===== src/rtl/sargantana_itag_ctrl_pkg.sv =====
// Shared I-cache tag-controller types: geometry, FSM states, way one-hot type
// and a lowest-set-bit helper used for hit and victim selection.
package sargantana_icache_pkg;

  localparam int ICACHE_N_WAY   = 4;
  localparam int TAG_DEPTH      = 64;
  localparam int TAG_ADDR_WIDHT = $clog2(TAG_DEPTH);
  localparam int TAG_WIDHT      = 20;

  typedef enum logic [1:0] {
    IDLE,
    COMPARE,
    REFILL_WAIT,
    FLUSH
  } itag_ctrl_state_e;

  typedef logic [ICACHE_N_WAY-1:0] way_onehot_t;

  function automatic way_onehot_t lowest_onehot(input way_onehot_t v);
    way_onehot_t r;
    r = '0;
    for (int i = ICACHE_N_WAY - 1; i >= 0; i--) begin
      if (v[i]) begin
        r    = '0;
        r[i] = 1'b1;
      end
    end
    return r;
  endfunction

endpackage


===== src/rtl/sargantana_itag_ctrl_if.sv =====
// Tag-memory port bundle between the tag controller (master) and
// sargantana_itag_memory_sram (slave).
interface sargantana_itag_ctrl_if;
  import sargantana_icache_pkg::*;

  way_onehot_t                          tm_req_o;
  logic                                 tm_we_o;
  logic                                 tm_vbit_o;
  logic                                 tm_flush_o;
  logic [TAG_WIDHT-1:0]                 tm_data_o;
  logic [TAG_ADDR_WIDHT-1:0]            tm_addr_o;
  logic [ICACHE_N_WAY*TAG_WIDHT-1:0]    tm_tag_way_i;
  way_onehot_t                          tm_vbit_i;

  modport master (
    output tm_req_o, tm_we_o, tm_vbit_o, tm_flush_o, tm_data_o, tm_addr_o,
    input  tm_tag_way_i, tm_vbit_i
  );

  modport slave (
    input  tm_req_o, tm_we_o, tm_vbit_o, tm_flush_o, tm_data_o, tm_addr_o,
    output tm_tag_way_i, tm_vbit_i
  );

endinterface


===== src/rtl/sargantana_itag_ctrl_plru.sv =====
// Per-set tree pseudo-LRU for the I-cache tags; only built when
// ITAG_CTRL_PLRU_EN is defined. A node bit of 0 points the victim walk left.
`ifdef ITAG_CTRL_PLRU_EN
module sargantana_itag_plru
  import sargantana_icache_pkg::*;
(
  input  logic                      clk_i,
  input  logic                      rstn_i,
  input  logic [TAG_ADDR_WIDHT-1:0] rd_idx_i,
  output way_onehot_t               victim_o,
  input  logic                      upd_i,
  input  logic [TAG_ADDR_WIDHT-1:0] upd_idx_i,
  input  way_onehot_t               upd_way_i
);

  localparam int LVL   = $clog2(ICACHE_N_WAY);
  localparam int NODES = ICACHE_N_WAY - 1;

  logic [NODES-1:0] bits_q [TAG_DEPTH];
  logic [NODES-1:0] rd_bits;
  logic [NODES-1:0] upd_bits_d;

  // A way is the victim when every node on its root-to-leaf path points at it.
  always_comb begin
    rd_bits  = bits_q[rd_idx_i];
    victim_o = '1;
    for (int w = 0; w < ICACHE_N_WAY; w++) begin
      for (int l = 0; l < LVL; l++) begin
        if (rd_bits[(1 << l) - 1 + (w >> (LVL - l))] != 1'((w >> (LVL - 1 - l)) & 1))
          victim_o[w] = 1'b0;
      end
    end
  end

  always_comb begin
    upd_bits_d = bits_q[upd_idx_i];
    for (int w = 0; w < ICACHE_N_WAY; w++) begin
      if (upd_way_i[w]) begin
        for (int l = 0; l < LVL; l++)
          upd_bits_d[(1 << l) - 1 + (w >> (LVL - l))] = ~1'((w >> (LVL - 1 - l)) & 1);
      end
    end
  end

  always_ff @(posedge clk_i or negedge rstn_i) begin
    if (!rstn_i) begin
      for (int s = 0; s < TAG_DEPTH; s++) bits_q[s] <= '0;
    end else if (upd_i) begin
      bits_q[upd_idx_i] <= upd_bits_d;
    end
  end

endmodule
`endif


===== src/rtl/sargantana_itag_ctrl.sv =====
// I-cache tag sequencer: lookup/compare, victim selection, refill tag write and
// serialised flush. ITAG_CTRL_PLRU_EN selects tree PLRU instead of round-robin.
module sargantana_itag_ctrl
  import sargantana_icache_pkg::*;
(
  input  logic                      clk_i,
  input  logic                      rstn_i,
  input  logic                      lookup_valid_i,
  output logic                      lookup_ready_o,
  input  logic [TAG_ADDR_WIDHT-1:0] lookup_idx_i,
  input  logic [TAG_WIDHT-1:0]      lookup_tag_i,
  output logic                      resp_valid_o,
  output logic                      resp_hit_o,
  output way_onehot_t               resp_way_o,
  input  logic                      refill_valid_i,
  output logic                      refill_done_o,
  input  logic                      flush_i,
  sargantana_itag_ctrl_if.master    tm
);

  itag_ctrl_state_e          state_q, state_d;
  logic                      flush_pend_q, flush_pend_d;
  logic                      drop_q, drop_d;
  logic [TAG_ADDR_WIDHT-1:0] idx_q;
  logic [TAG_WIDHT-1:0]      tag_q;
  way_onehot_t               victim_q;

  way_onehot_t hit, hit_way, miss_way, repl_way;
  logic        any_hit, flush_req, accept, tag_write;

  always_comb begin
    hit = '0;
    for (int w = 0; w < ICACHE_N_WAY; w++)
      hit[w] = tm.tm_vbit_i[w] & (tm.tm_tag_way_i[w*TAG_WIDHT +: TAG_WIDHT] == tag_q);
  end

  // Invalid ways are filled first; the policy only decides once the set is full.
  assign any_hit  = |hit;
  assign hit_way  = lowest_onehot(hit);
  assign miss_way = (&tm.tm_vbit_i) ? repl_way : lowest_onehot(~tm.tm_vbit_i);

  assign flush_req      = flush_i | flush_pend_q;
  assign lookup_ready_o = (state_q == IDLE) & ~flush_req;
  assign accept         = lookup_valid_i & lookup_ready_o;
  assign tag_write      = (state_q == REFILL_WAIT) & refill_valid_i & ~drop_q & ~flush_req;

`ifdef ITAG_CTRL_PLRU_EN
  logic        plru_upd;
  way_onehot_t plru_upd_way;

  assign plru_upd     = tag_write | ((state_q == COMPARE) & any_hit);
  assign plru_upd_way = tag_write ? victim_q : hit_way;

  sargantana_itag_plru u_plru (
    .clk_i     (clk_i),
    .rstn_i    (rstn_i),
    .rd_idx_i  (idx_q),
    .victim_o  (repl_way),
    .upd_i     (plru_upd),
    .upd_idx_i (idx_q),
    .upd_way_i (plru_upd_way)
  );
`else
  way_onehot_t rr_q;

  always_ff @(posedge clk_i or negedge rstn_i) begin
    if (!rstn_i)        rr_q <= {{(ICACHE_N_WAY-1){1'b0}}, 1'b1};
    else if (tag_write) rr_q <= {rr_q[ICACHE_N_WAY-2:0], rr_q[ICACHE_N_WAY-1]};
  end

  assign repl_way = rr_q;
`endif

  always_ff @(posedge clk_i or negedge rstn_i) begin
    if (!rstn_i) begin
      state_q      <= IDLE;
      flush_pend_q <= 1'b0;
      drop_q       <= 1'b0;
      idx_q        <= '0;
      tag_q        <= '0;
      victim_q     <= '0;
    end else begin
      state_q      <= state_d;
      flush_pend_q <= flush_pend_d;
      drop_q       <= drop_d;
      if (accept) begin
        idx_q <= lookup_idx_i;
        tag_q <= lookup_tag_i;
      end
      if ((state_q == COMPARE) && !any_hit) victim_q <= miss_way;
    end
  end

  // A flush during REFILL_WAIT marks the outstanding refill to be consumed without a tag write.
  always_comb begin
    state_d      = state_q;
    flush_pend_d = flush_pend_q;
    drop_d       = drop_q;
    case (state_q)
      IDLE: begin
        if (flush_req)           state_d = FLUSH;
        else if (lookup_valid_i) state_d = COMPARE;
      end
      COMPARE: begin
        if (flush_i) flush_pend_d = 1'b1;
        state_d = any_hit ? IDLE : REFILL_WAIT;
      end
      REFILL_WAIT: begin
        if (flush_req) begin
          flush_pend_d = 1'b0;
          drop_d       = 1'b1;
        end
        if (refill_valid_i) begin
          drop_d  = 1'b0;
          state_d = IDLE;
        end
      end
      FLUSH: begin
        flush_pend_d = 1'b0;
        state_d      = IDLE;
      end
      default: state_d = IDLE;
    endcase
  end

  always_comb begin
    resp_valid_o  = 1'b0;
    resp_hit_o    = 1'b0;
    resp_way_o    = '0;
    refill_done_o = 1'b0;
    tm.tm_req_o   = '0;
    tm.tm_we_o    = 1'b0;
    tm.tm_vbit_o  = 1'b0;
    tm.tm_flush_o = 1'b0;
    tm.tm_data_o  = '0;
    tm.tm_addr_o  = '0;
    case (state_q)
      IDLE: begin
        if (accept) begin
          tm.tm_req_o  = '1;
          tm.tm_addr_o = lookup_idx_i;
        end
      end
      COMPARE: begin
        resp_valid_o = 1'b1;
        resp_hit_o   = any_hit;
        resp_way_o   = any_hit ? hit_way : miss_way;
      end
      REFILL_WAIT: begin
        tm.tm_flush_o = flush_req;
        refill_done_o = refill_valid_i;
        if (tag_write) begin
          tm.tm_req_o   = victim_q;
          tm.tm_we_o    = 1'b1;
          tm.tm_vbit_o  = 1'b1;
          tm.tm_data_o  = tag_q;
          tm.tm_addr_o  = idx_q;
        end
      end
      FLUSH: tm.tm_flush_o = 1'b1;
      default: ;
    endcase
  end

endmodule

===== src/flat_wrapper.sv =====
// flat-port wrapper written by rule: the top's interface ports become plain ports
module sargantana_itag_ctrl_flat import sargantana_icache_pkg::*;
  (clk_i, rstn_i, lookup_valid_i, lookup_ready_o, lookup_idx_i, lookup_tag_i, resp_valid_o, resp_hit_o, resp_way_o, refill_valid_i, refill_done_o, flush_i, tm_tm_req_o, tm_tm_we_o, tm_tm_vbit_o, tm_tm_flush_o, tm_tm_data_o, tm_tm_addr_o, tm_tm_tag_way_i, tm_tm_vbit_i);
  sargantana_itag_ctrl_if tm_i ();
  input  logic clk_i;
  input  logic rstn_i;
  input  logic lookup_valid_i;
  output logic lookup_ready_o;
  input  logic [TAG_ADDR_WIDHT-1:0] lookup_idx_i;
  input  logic [TAG_WIDHT-1:0] lookup_tag_i;
  output logic resp_valid_o;
  output logic resp_hit_o;
  output way_onehot_t resp_way_o;
  input  logic refill_valid_i;
  output logic refill_done_o;
  input  logic flush_i;
  output wire logic [$bits(tm_i.tm_req_o)-1:0] tm_tm_req_o;
  output wire logic [$bits(tm_i.tm_we_o)-1:0] tm_tm_we_o;
  output wire logic [$bits(tm_i.tm_vbit_o)-1:0] tm_tm_vbit_o;
  output wire logic [$bits(tm_i.tm_flush_o)-1:0] tm_tm_flush_o;
  output wire logic [$bits(tm_i.tm_data_o)-1:0] tm_tm_data_o;
  output wire logic [$bits(tm_i.tm_addr_o)-1:0] tm_tm_addr_o;
  input wire logic [$bits(tm_i.tm_tag_way_i)-1:0] tm_tm_tag_way_i;
  input wire logic [$bits(tm_i.tm_vbit_i)-1:0] tm_tm_vbit_i;
  assign tm_tm_req_o = tm_i.tm_req_o;
  assign tm_tm_we_o = tm_i.tm_we_o;
  assign tm_tm_vbit_o = tm_i.tm_vbit_o;
  assign tm_tm_flush_o = tm_i.tm_flush_o;
  assign tm_tm_data_o = tm_i.tm_data_o;
  assign tm_tm_addr_o = tm_i.tm_addr_o;
  assign tm_i.tm_tag_way_i = tm_tm_tag_way_i;
  assign tm_i.tm_vbit_i = tm_tm_vbit_i;
  sargantana_itag_ctrl u_core (.clk_i(clk_i), .rstn_i(rstn_i), .lookup_valid_i(lookup_valid_i), .lookup_ready_o(lookup_ready_o), .lookup_idx_i(lookup_idx_i), .lookup_tag_i(lookup_tag_i), .resp_valid_o(resp_valid_o), .resp_hit_o(resp_hit_o), .resp_way_o(resp_way_o), .refill_valid_i(refill_valid_i), .refill_done_o(refill_done_o), .flush_i(flush_i), .tm(tm_i));
endmodule

===== config.mk =====
export PLATFORM = sky130hd
export DESIGN_NAME = sargantana_itag_ctrl_flat
export DESIGN_NICKNAME = d
export VERILOG_FILES = /design/src/rtl/sargantana_itag_ctrl_pkg.sv /design/src/rtl/sargantana_itag_ctrl_if.sv /design/src/rtl/sargantana_itag_ctrl_plru.sv /design/src/rtl/sargantana_itag_ctrl.sv /design/src/flat_wrapper.sv
export SDC_FILE = /design/constraint.sdc
export NUM_CORES = 1
export LEC_CHECK = 0
export BUFFER_PORTS_ARGS = -buffer_cell sky130_fd_sc_hd__buf_2
export CAP_MARGIN = 20
export CORE_MARGIN = 1
export CORE_UTILIZATION = 46
export DETAILED_ROUTE_END_ITERATION = 16
export GPL_ROUTABILITY_DRIVEN = 0
export PLACE_DENSITY = 0.92
export SLEW_MARGIN = 30
export SYNTH_ARGS = -nofsm -noshare
export SYNTH_HDL_FRONTEND = slang
export SYNTH_SLANG_ARGS = --single-unit
export TNS_END_PERCENT = 30

===== constraint.sdc =====
create_clock -name clk_i -period 2.39 [get_ports clk_i]
set_clock_uncertainty 0.15 [all_clocks]
set_input_delay 0.478 -clock clk_i [delete_from_list [all_inputs] [get_ports clk_i]]
set_output_delay 0.478 -clock clk_i [all_outputs]
set_load 0.02 [all_outputs]

==> results_dict.tcl, run 1 <==
set metrics [dict create \
    synth_top_family_by_area "simple AND/OR/NAND/NOR gates" \
    h-tree-depth 2 \
    slew_violations 0 \
    crit_type "flip-flop to primary output" \
    min_period_ns 2.87 \
    synth_top_area_share_pct 31.3 \
    vias 3379 \
    syn_to_final_growth_pct 58.0 \
    grt_setup_unrepaired "true" \
    finalHoldViolations 0 \
    final_core_util_pct 77.1 \
    drive_gt1_share_pct 53.5 \
    worst_slack_ns -0.481 \
    setup_viol 39 \
    ff2ff_setup_slack_ns -0.19 \
    grt_pass1_vias 3403 \
    synth-seq-cells 38 \
    power.total_mw 4.51 \
    synth_largest_area_cell "dfrtp_1" \
    critPathRequiredTime_ns 1.76 \
    synth_compound_area_share_pct 2.71 \
    ys_types 38 \
    drc_errors 0 \
    synthSimpleGateAreaFrac_pct 29.4 \
    crit_fanout 5 \
    hpwl_mm 7.99 \
    antenna-diode-count 0 \
    cp.arrival_ns 2.24 \
    die_area_sq_um 6760 \
    yosys.area_share.xor_xnor_pct 24.7 \
    yosysSeqAreaShare_pct 32.2 \
    r2r_start "u_core.tag_q[1]" \
    wl_per_cell_microns 18.3 \
    synth.area.top_cells "dfrtp_1 (31%), xnor2_1 (17%), nand2_1 (14%), xor2_1 (5.0%), and2_1 (4.4%)" \
    power.density_nw_per_um2 965 \
    synth_edf_count 0 \
    synth_mux_area_share_pct 3.38 \
    fp.dieH_microns 82.2 \
    yosys_warnings 0 \
    numPlacedInstances 602 \
    antenna_left 0 \
    initial_core_util_pct 48.8 \
    period_share_pct 120 \
    drt_iter0_drc 158 \
    grtUsageTotal_pct 31.5 \
    syn_nets 471 \
    drv_cap 0 \
    fin_area_sq_um 4680 \
    numClockSinks 38 \
    yosysMostFrequentCell "nand2_1" \
    place_area_sq_um 3990 \
    cp-start-kind "flip-flop" \
    syn-cell-area_sq_um 2960 \
    startpoint "u_core.tag_q[1]" \
    nFillCells 392 \
    failed_checks "setup timing" \
    hold_class "input port to flip-flop" \
    numCtsBuffers 5 \
    die_width_microns 82.2 \
    syn_area_per_cell_sq_um 8.31 \
    status "complete, but fails checks" \
    ys_top_cells_by_count "nand2_1 (110), xnor2_1 (59), dfrtp_1 (37), and2_1 (21), nand4_1 (18)" \
    firstDrtPassIters 5 \
    clockBufferDepth 2 \
    synth_cells 356 \
    core_area_sq_um 6060 \
    cts-root-buf "clkbuf_8" \
    cts_tree "built" \
    relSlewSlack_pct 69.4 \
    grt_overflow 0 \
    worst_setup_path_end_kind "primary output" \
    nNetsFinal 665 \
    io_buffers 155 \
    min_from "lookup_tag_i[1]" \
    synthAdderAreaFrac_pct 0 \
    cts.clk_slew.worst_paths_ns 0.08 \
    io_pins 156 \
    fin_cells 626 \
    grt_pass1_wl_mm 15.6 \
    fmax_ghz 0.348 \
    synthArstFlopShare_pct 100 \
    grt_max_degree 22 \
    peakVddDrop_mv 0.526 \
    vias_per_cell 5.40 \
    grt_antenna_before_repair 0 \
    fin_tns_setup_ns -5.75 \
    max_slew.worst_pin.slew_ns 0.458 \
    wl_mm 11.4 \
    synth-main-ff-cell "dfrtp_1" \
    post-place-ws_ns -0.390 \
    std_cell_rows 28 \
    clock_latency_ns 0.28 \
    power_leakage_nw 2.37 \
    holdWs_ns 0.226 \
]
[cell type report]
type	instances	area, sq um	area share [%]
Multi-Input combinational cell	284	1990	42.6
Sequential cell	38	961	20.6
Inverter	3	11.3	0.241
Tap cell	75	93.8	2.01
Clock inverter	2	12.5	0.268
Timing Repair Buffer	218	1520	32.5
Clock buffer	6	82.6	1.77
[report_power, final]
group / total (mW) / leakage, nW / switching [mW] / internal, mW
combinational: 2.74 / 1.86 / 1.29 / 1.45
clock: 0.471 / 0.0472 / 0.239 / 0.232
sequential: 1.30 / 0.471 / 0.382 / 0.915
total: 4.51 / 2.37 / 1.91 / 2.60
[layout by cell type (no fill, tap or decap), drive strengths merged, types with 2 or more instances in the layout]
cell	instances
xor2	17
a21oi	7
nor4	10
clkbuf	8
nand3	7
nor2b	2
nand4	18
inv	3
xnor2	63
buf	215
a21boi	2
dfrtp	37
and2	23
nand2	111
nor2	4
mux2	7
nor3	2
[worst max-delay path: stages, from the launching register on]
cell	delay (ns)
dfrtp_1	0.49
xnor2_1	0.30
nand4_1	0.18
nor4_2	0.33
nand4b_1	0.26
nand2_2	0.18
a21oi_1	0.05
buf_4	0.15
[layer usage]
layer,GRT usage (%),wire length [microns],vias up
met5,0,0,-
met3,7.14,995,67
li1,-,-,1527
met2,56.6,5550,227
met4,19.5,668,0
met1,33.2,4230,1558
[state kept, by name, indices dropped and copies added (netlist names)]
register and flops:
u_core.tag_q 20, u_core.state_q 2, u_core.idx_q 6, u_core.drop_q 1
u_core.repl_way 4, u_core.victim_q 4, u_core.flush_pend_q 1
[path summary, 6_finish.rpt]
| kind | endpoint | depth (start not counted) |
|---|---|---|
| max in group asynchronous | u_core.repl_way[0] | 3 |
| max reg2reg | u_core.victim_q[2] | 9 |
| min in group asynchronous | u_core.tag_q[1] | 2 |
| max | resp_way_o[2] | 7 |
| min reg2reg | u_core.idx_q[1] | 2 |
| min | u_core.tag_q[1] | 3 |
[kinds of logic after synthesis]
logic type / after synthesis
muxes: 8
buffers and inverters: 34
AOI/OAI and AO/OA: 13
xor gates and xnor gates: 80
DFF: 38
and+or+nand+nor: 183
[timing repair]
action / 4_1_cts / 5_1_grt
cloned: 1 / 2
hold buffers: 1 / 0
pin swaps: 13 / 22
endpoints found under the hold margin: 17 / 0
setup buffers: 6 / 7
resized for setup: 44 / 84
endpoints found under the setup margin: 35 / 39
(Power assumes the default switching activity.)
==> inputs of run 2 (changes only) <==
BUFFER_PORTS_ARGS = -buffer_cell sky130_fd_sc_hd__clkbuf_2   (was -buffer_cell sky130_fd_sc_hd__buf_2)
CTS_CLUSTER_DIAMETER = 120   (was default)
GPL_TIMING_DRIVEN = 0   (was default)
==> results_dict.tcl, run 2 (synthesis results as in run 1) <==
set metrics [dict create \
    wl_per_cell_microns 18.8 \
    worst_setup_path_end_kind "primary output" \
    peakVddDrop_mv 0.549 \
    hpwl_mm 7.25 \
    finalHoldViolations 0 \
    period_share_pct 123 \
    use_met2_pct 56.4 \
    die_width_microns 82.2 \
    grt_setup_unrepaired "true" \
    fmax_ghz 0.340 \
    place_area_sq_um 3840 \
    critPathSlowestCell "dfrtp_2" \
    grtUsageTotal_pct 32.7 \
    power_frac_seq_pct 23.7 \
    crit_chain "xnor2_1 > nand4_1 > nor4_4 > nand4_1 > and2_4 > a31oi_1 > buf_4" \
    final_core_util_pct 79.4 \
    core_area_sq_um 6060 \
    antenna-diode-count 0 \
    holdWs_ns 0.00255 \
    crit_fanout 6 \
    syn_to_final_growth_pct 62.6 \
    grt_antenna_before_repair 0 \
    max_slew.worst_pin.slew_ns 0.596 \
    final_common_cell "clkbuf_2" \
    ff2ff_setup_slack_ns -0.21 \
    slowest_delay_ns 0.50 \
    gr-usage-met3_pct 8.13 \
    mostFrequentLayoutCells "clkbuf_2 (122), nand2_1 (100), xnor2_1 (39)" \
    wl_mm 11.6 \
    top_usage_layer "met2" \
    min_period_ns 2.94 \
    regMostFlops "u_core.tag_q" \
    status "complete, but fails checks" \
    worst_slack_ns -0.550 \
    hold_buffers 0 \
    p_switching_mw 1.96 \
    io_pins 156 \
    p_int_mw 2.62 \
    numCtsBuffers 5 \
    power.density_nw_per_um2 953 \
    grt_overflow 0 \
    setup_viol 30 \
    power_leakage_nw 2.48 \
    failed_checks "setup timing" \
    grt_max_degree 39 \
    swShare_pct 42.8 \
    cp-start-kind "flip-flop" \
    grt_pass1_vias 3314 \
    combPwrFrac_pct 66.9 \
    cts_tree "built" \
    cts.clk_slew.worst_paths_ns 0.08 \
    fin_area_sq_um 4810 \
    clockBufferDepth 2 \
    p_clk_share_pct 9.4 \
    critPathRequiredTime_ns 1.76 \
    numPlacedInstances 586 \
    reg_top3 "u_core.tag_q (20), u_core.idx_q (6)" \
    die_area_sq_um 6760 \
    drc_errors 0 \
    fin_cells 618 \
    std_cell_rows 28 \
    nNetsFinal 658 \
    hold_class "input port to async pin" \
    relSlewSlack_pct 60.2 \
    h-tree-depth 2 \
    drv_cap 0 \
    cp_common_cell "nand4_1" \
    firstDrtPassIters 5 \
    fp.dieH_microns 82.2 \
    drive_gt1_share_pct 54.7 \
    slew_violations 0 \
    clock_latency_ns 0.29 \
    cts-root-buf "clkbuf_8" \
    r2r_start "u_core.tag_q[6]" \
    initial_core_util_pct 48.8 \
    cp.arrival_ns 2.31 \
    startpoint "u_core.tag_q[6]" \
    grt_use_met1_pct 37.5 \
    largest_reg_flops 20 \
    numClockSinks 38 \
    drt_iter0_drc 169 \
    antenna_left 0 \
    vias_per_cell 5.49 \
    crit_type "flip-flop to primary output" \
    grt_pass1_wl_mm 16.0 \
    vias 3394 \
    io_buffers 155 \
]
==> run 2: cell count changes in the layout (fill, tap and decap cells not counted), moves of 4 or more <==
cell | before | now
buf_8 | 1 | 22
buf_2 | 120 | 4
buf_6 | 34 | 29
clkbuf_2 | 0 | 122
nand2_1 | 104 | 100
clkbuf_1 | 0 | 4
buf_4 | 59 | 29
xnor2_1 | 52 | 39
xnor2_2 | 9 | 23
==> run 2: timing repair <==
| item | in CTS | in global routing |
|---|---|---|
| gates cloned | 2 | 1 |
| setup endpoints to repair | 40 | 41 |
| pin swaps | 31 | 23 |
| setup buffers | 12 | 13 |
| gates resized for setup | 109 | 87 |
| hold endpoints to repair | 0 | 0 |
==> run 2: power by group through the flow <==
stage | logic (mW) | registers, mW | clock network [mW]
floorplan | 1.71 | 1.02 | 0
detailed placement | 2.28 | 1.05 | 0
global placement | 2.22 | 1.04 | 0
finish | 3.06 | 1.09 | 0.433
global route | 3.24 | 1.11 | 0.459
CTS | 2.65 | 1.07 | 0.437
==> run 2: critical path, delay by kind of cell (launching register included) <==
kind                      cells  cell delay, ns
and+or+nand+nor               4            0.95
buffers and inverters         1            0.18
xor gates and xnor gates      1            0.21
AOI/OAI and AO/OA             1            0.18
DFF                           1            0.50
==> run 2: through the flow <==
step	TNS (ns)	total power, mW	setup WS, ns
2_1_floorplan	-0.140	2.73	-0.140
3_3_place_gp	-10.09	3.26	-0.411
3_5_place_dp	-11.43	3.34	-0.418
4_1_cts	-2.32	4.16	-0.401
5_1_grt	-6.01	4.80	-0.590
6_report	-4.04	4.58	-0.550
==> run 2: cell type report <==
class	instances	area, sq um
Multi-Input combinational cell	284	2120
Timing Repair Buffer	183	1270
Fill cell	369	1250
Sequential cell	38	957
Buffer	28	282
Tap cell	75	93.8
Clock buffer	7	76.3
Inverter	3	11.3
==> run 2: final timing paths <==
kind / to / cells past startpoint
max reg2reg: u_core.victim_q[1] / 9
min: u_core.tag_q[7] / 1
min reg2reg: u_core.idx_q[5] / 2
min in group clk_i: u_core.tag_q[1] / 3
max in group asynchronous: u_core.state_q[1] / 1
max: resp_hit_o / 7
==> run 2: routing by layer <==
metal	vias up	share of wire, %
li1	1511	-
met1	1632	38
met2	205	51
met3	46	7.4
met4	0	3.7
met5	-	0
==> inputs of run 3 (changes only) <==
PLACE_DENSITY = 0.86   (was 0.92)
SKIP_CTS_REPAIR_TIMING = 1   (was default)
==> results_dict.tcl, run 3 (synthesis results as in run 1) <==
set metrics [dict create \
    status "complete, but fails checks" \
    failed_checks "setup timing" \
    numCtsBuffers 5 \
    crit_fanout 6 \
    combPwrFrac_pct 62.3 \
    cp_common_cell "nand4_1" \
    syn_to_final_growth_pct 41.8 \
    wl_mm 9.86 \
    largest_reg_flops 20 \
    fp.dieH_microns 82.2 \
    power.total_mw 4.19 \
    peakVddDrop_mv 0.529 \
    slowest_delay_ns 0.38 \
    die_width_microns 82.2 \
    core_area_sq_um 6060 \
    max_slew.worst_pin.slew_ns 0.839 \
    reg_top3 "u_core.tag_q (20), u_core.idx_q (6)" \
    fin_tns_setup_ns -11.10 \
    startpoint "u_core.tag_q[3]" \
    critPathRequiredTime_ns 1.76 \
    h-tree-depth 2 \
    vias 3157 \
    finalHoldViolations 0 \
    io_buffers 155 \
    cts-root-buf "clkbuf_8" \
    setup_viol 37 \
    drv_cap 0 \
    p_clk_share_pct 12.4 \
    initial_core_util_pct 48.8 \
    cts.clk_slew.worst_paths_ns 0.08 \
    grt_overflow 0 \
    power.density_nw_per_um2 998 \
    hold_class "input port to async pin" \
    drc_errors 0 \
    wl_per_cell_microns 16.4 \
    clockBufferDepth 2 \
    period_share_pct 120 \
    hpwl_mm 7.28 \
    die_area_sq_um 6760 \
    grt_antenna_before_repair 0 \
    fmax_ghz 0.349 \
    io_pins 156 \
    cp.arrival_ns 2.24 \
    final_core_util_pct 69.2 \
    vias_per_cell 5.26 \
    cts_tree "built" \
    swShare_pct 42.8 \
    numClockSinks 38 \
    nNetsFinal 639 \
    grt_pass1_wl_mm 14.4 \
    regMostFlops "u_core.tag_q" \
    p_int_mw 2.39 \
    r2r_start "u_core.tag_q[3]" \
    std_cell_rows 28 \
    clock_latency_ns 0.29 \
    drt_iter0_drc 181 \
    cp-start-kind "flip-flop" \
    mostFrequentLayoutCells "clkbuf_2 (152), nand2_1 (110), xnor2_1 (45)" \
    min_period_ns 2.87 \
    worst_slack_ns -0.479 \
    final_common_cell "clkbuf_2" \
    grt_max_degree 39 \
    firstDrtPassIters 5 \
    critPathSlowestCell "dfrtp_1" \
    power_frac_seq_pct 25.2 \
    grt_setup_unrepaired "true" \
    relSlewSlack_pct 44.0 \
    antenna-diode-count 0 \
    power_leakage_nw 2.23 \
    p_switching_mw 1.79 \
    antenna_left 0 \
    crit_type "flip-flop to primary output" \
    post-place-ws_ns -0.437 \
    holdWs_ns 0.137 \
    drive_gt1_share_pct 44.4 \
    grtUsageTotal_pct 29.3 \
    slew_violations 0 \
    crit_chain "buf_6 > xnor2_2 > nand4_1 > nor4_1 > nand4_1 > and2_4 > a31oi_1 > buf_4" \
    grt_pass1_vias 3072 \
    worst_setup_path_end_kind "primary output" \
]
run 3: power groups by stage:
stage | clock network (mW) | registers (mW) | logic [mW]
finish | 0.521 | 1.06 | 2.61
global route | 0.554 | 1.08 | 2.80
CTS | 0.526 | 1.04 | 2.31
detailed placement | 0 | 1.05 | 2.29
global placement | 0 | 1.04 | 2.22
floorplan | 0 | 1.02 | 1.71
run 3: layout make-up:
class	count	area [sq um]
Multi-Input combinational cell	284	1950
Timing Repair Buffer	161	826
Fill cell	473	1870
Clock buffer	8	110
Sequential cell	38	952
Buffer	31	248
Tap cell	75	93.8
Inverter	3	11.3
run 3: final timing paths:
kind                                 endpoint  slack, ns  cells past startpoint
max                                resp_hit_o      -0.48                      8
min                          u_core.tag_q[14]       0.14                      1
max reg2reg                u_core.victim_q[1]       0.09                      8
min reg2reg                   u_core.idx_q[5]       0.33                      2
max in group asynchronous     u_core.idx_q[3]       1.42                      1
min in group clk_i           u_core.tag_q[14]       0.23                      3
run 3: metal layers:
metal | GRT usage (%) | up-vias | wire length (microns) | part of all wire [%]
met5 | 0 | - | 0 | 0
met1 | 35.9 | 1467 | 4030 | 41
met4 | 14.2 | 0 | 357 | 3.6
met2 | 49.1 | 185 | 4710 | 48
met3 | 6.04 | 32 | 760 | 7.7
li1 | - | 1473 | - | -
run 3: metrics by stage:
stage	instance area [sq um]	instances
finish	4200	600
global route	4200	600
CTS	3950	594
detailed placement	3840	586
global placement	3840	586
floorplan	2970	356
run 3: worst max-delay path: cells and delay by family, from the launching register on:
kind                   cells  cell delay (ns)
buffers and inverters      2             0.31
XOR/XNOR                   1             0.15
AO/OA/AOI/OAI              1             0.18
AND/OR/NAND/NOR            4             0.93
flip-flops                 1             0.38
